<file path="config.mk">
export PLATFORM = sky130hd
export DESIGN_NAME = y_reg_file
export DESIGN_NICKNAME = d
export VERILOG_FILES = /design/src/rtl/y_reg_file.sv
export SDC_FILE = /design/constraint.sdc
export NUM_CORES = 1
export LEC_CHECK = 0
export CORE_ASPECT_RATIO = 1.5
export CORE_UTILIZATION = 54
export CTS_CLUSTER_SIZE = 28
export DETAILED_ROUTE_END_ITERATION = 10
export GPL_TIMING_DRIVEN = 0
export PLACE_DENSITY = 0.79
export SLEW_MARGIN = 20
export SYNTH_ARGS = -nofsm -noshare
export SYNTH_HDL_FRONTEND = slang
export SYNTH_SLANG_ARGS = --single-unit
</file>
<file path="constraint.sdc">
create_clock -name clk -period 9.1 [get_ports clk]
set_input_delay 2.73 -clock clk [delete_from_list [all_inputs] [get_ports clk]]
set_output_delay 2.73 -clock clk [all_outputs]
set_load 0.05 [all_outputs]
</file>
<file path="src/rtl/y_reg_file.sv">
// y_reg_file: 2**ADDR_W x WIDTH register file, one write port, two async read ports, r0 hardwired to zero.
// Define REGFILE_BYPASS_EN to forward same-cycle write data to matching read ports.
module y_reg_file #(
   parameter int WIDTH  = 32,
   parameter int ADDR_W = 5
) (
   input  logic              clk,
   input  logic              rst,
   input  logic [ADDR_W-1:0] rn1,
   input  logic [ADDR_W-1:0] rn2,
   input  logic [ADDR_W-1:0] wn,
   input  logic [WIDTH-1:0]  wd,
   input  logic              w,
   output logic [WIDTH-1:0]  rd1,
   output logic [WIDTH-1:0]  rd2
);
   localparam int N = 2**ADDR_W;
   logic [WIDTH-1:0] regs_q [N];
   logic [WIDTH-1:0] regs_d [N];
   logic             wr_en;
   assign wr_en = w && (wn != '0);
   always_comb begin
      for (int i = 0; i < N; i++)
         regs_d[i] = (rst || i == 0) ? '0 : (wr_en && wn == ADDR_W'(i)) ? wd : regs_q[i];
   end
   always_ff @(posedge clk) begin
      for (int i = 0; i < N; i++)
         regs_q[i] <= regs_d[i];
   end
   // r0 is forced to zero on the read side so it is clean even before the first reset
`ifdef REGFILE_BYPASS_EN
   assign rd1 = (rn1 == '0) ? '0 : (!rst && wr_en && rn1 == wn) ? wd : regs_q[rn1];
   assign rd2 = (rn2 == '0) ? '0 : (!rst && wr_en && rn2 == wn) ? wd : regs_q[rn2];
`else
   assign rd1 = (rn1 == '0) ? '0 : regs_q[rn1];
   assign rd2 = (rn2 == '0) ? '0 : regs_q[rn2];
`endif
endmodule
</file>
==> metrics.yaml <==
status: "complete, but fails checks"
violations: "setup timing"
path_cells: "clkdlybuf4s50_1, buf_4, buf_4, nand2_1, clkbuf_1, o22ai_1, nor3_1, nor3_1, dlygate4sd2_1"
core_region_area_sq_um: 85400
criticalPathCategory: "primary input to primary output"
syn-num-nets: 2962
viasPerCell: 7.39
drt-total-wl_microns: 157000
cp_slowest_cell: "clkdlybuf4s50_1"
syn_inst: 2912
synth_edf_count: 992
fin_crit_sh: 1.00
cts_root_buf: "clkbuf_16"
synth.distinct_cells: 42
end_kind: "primary output"
area_growth_pct: 14.8
drive_above_1_share: 0.191
yosys_warnings: 0
final_hold_viol_count: 0
finalSetupViolCount: 6
worst_pin_slew_ns: 1.27
cts_setup_buffers: 0
clock_sinks: 992
avgRoutedWirePerCell_microns: 35.8
boundaryPins: 114
die_h_microns: 362
synthesis.area_sq_um: 46800
grt_max_degree: 32
die_x_microns: 242
fillers: 5802
final.setup.tns_ns: -0.118
pre_cts_ws_ns: -0.342
yosysTopAreaCell: "edfxtp_1"
max_slew_margin: 0.153
synth-seq-cells: 992
synth_top_area_share: 0.637
slew_viol_final: 0
overflow: 0
drt_first_pass_iters: 8
worst_slack_ns: -0.0399
dp_hpwl_microns: 111000
cp_max_fo: 10
finalPower_w: 0.0110
cts_made_buffers: 86
ant_nets: 0
rsz0062_at_grt: "yes"
max_flop_register: "regs_q"
yosysSeqAreaShare: 0.637
final.min_clock_period_ns: 9.14
finalWeightedCongestion: 0.937
port_buffers: 108
synthFlopType: "edfxtp_1"
vdd_drop_max_uv: 142
grt_pass1_vias: 33236
largest_reg_flops: 992
cap_violations: 0
cts_tree: "yes"
post-route-util: 0.629
vias: 32318
start_util: 0.548
layout.nets: 3229
track_usage: 0.350
htreeDepth: 3
cp-start-kind: "primary input"
cp.arrival_ns: 6.41
antenna_found_initial: 5
biggestRegsByFlops: "regs_q: 992 flops"
p_leak_nw: 19.3
min_path_type: "primary input to flip-flop"
synth.most_common_cell: "edfxtp_1"
grt_pass1_wl_microns: 220000
max_clock_freq_mhz: 109
first_iter_violations: 5497
ys_top_cells_by_area: "edfxtp_1, mux2i_1, mux4_2"
slowest_delay_ns: 0.71
die_area_sq_um: 87800
clock_path_buffers: 3
ys_top_cells_by_count: "edfxtp_1, mux2i_1, o22ai_1"
crit_required_ns: 6.37
power_density_nw_per_um2: 206
drt_drc_violations_left: 0
synthArstFlopShare: 0
placementRows: 131
synth_area_per_cell_sq_um: 16.1
clk_pin_slew_ns: 0.06
-- worst paths after layout --
check / from / to / slack, ns / depth (start not counted)
min: wd[31] / regs_q[13][31]$_DFFE_PP_ / 2.83 / 2
max: rn2[1] / rd2[30] / -0.04 / 9
-- metrics by stage --
| stage | hold slack [ns] | instance area, sq um | std cells |
|---|---|---|---|
| floorplan | 3.27 | 46800 | 2912 |
| global placement | 3.83 | 49300 | 4150 |
| detailed placement | 3.50 | 50900 | 4221 |
| CTS | 2.81 | 53600 | 4375 |
| global route | 2.84 | 53700 | 4375 |
| finish | 2.83 | 53700 | 4376 |
-- timing repair --
item / CTS / global route
hold buffers: 0 / 0
resized for setup: 26 / 41
endpoints found under the setup margin: 35 / 29
endpoints found under the hold margin: 0 / 0
-- critical path: cells and delay by family --
family | cells | cell delay, ns
AO/OA/AOI/OAI | 1 | 0.31
buffers and inverters | 5 | 2.36
AND/OR/NAND/NOR | 3 | 0.99
-- metal layers --
| metal | part of all wire | track usage | vias up |
|---|---|---|---|
| li1 | - | - | 12605 |
| met1 | 0.32 | 0.387 | 16015 |
| met2 | 0.49 | 0.599 | 2873 |
| met3 | 0.11 | 0.0722 | 819 |
| met4 | 0.080 | 0.257 | 6 |
| met5 | 0.00028 | 0 | - |
-- cells by family after synthesis --
logic type,Yosys count,share of synthesized area
flops,992,0.637
compound gates,544,0.0820
mux,831,0.214
buf+inv,245,0.0294
simple gates,300,0.0375
-- power breakdown --
part / leakage [nW] / total [W] / switching [W] / internal, W
registers: 9.59 / 0.00568 / 0.000211 / 0.00547
logic: 8.43 / 0.00174 / 0.00109 / 0.000652
clock network: 1.30 / 0.00362 / 0.00170 / 0.00192
total: 19.3 / 0.0110 / 0.00300 / 0.00804
-- layout by cell type (no fill, tap or decap), types with 32 or more instances in the layout --
| cell | instances |
|---|---|
| buf_4 | 34 |
| clkbuf_1 | 106 |
| edfxtp_1 | 992 |
| mux4_2 | 129 |
| a21oi_1 | 32 |
| mux2i_1 | 638 |
| clkbuf_16 | 86 |
| clkdlybuf4s50_1 | 76 |
| mux2_2 | 64 |
| a22oi_1 | 64 |
| buf_2 | 59 |
| nor2b_1 | 37 |
| o22ai_1 | 256 |
| a221o_1 | 63 |
| a211oi_1 | 34 |
| buf_6 | 48 |
| nor3_1 | 156 |
-- final cells by class --
class	instances	area, sq um	share of cell area
sequential	992	29800	0.555
multi-input combinational	1675	16000	0.298
timing repair buffer	179	2420	0.0451
clock buffer	102	2210	0.0412
tap	1130	1410	0.0263
buffer	245	1390	0.0259
clock inverter	52	462	0.00860
antenna	1	2.50	0.0000466
Power figures use the tool's default switching activity.
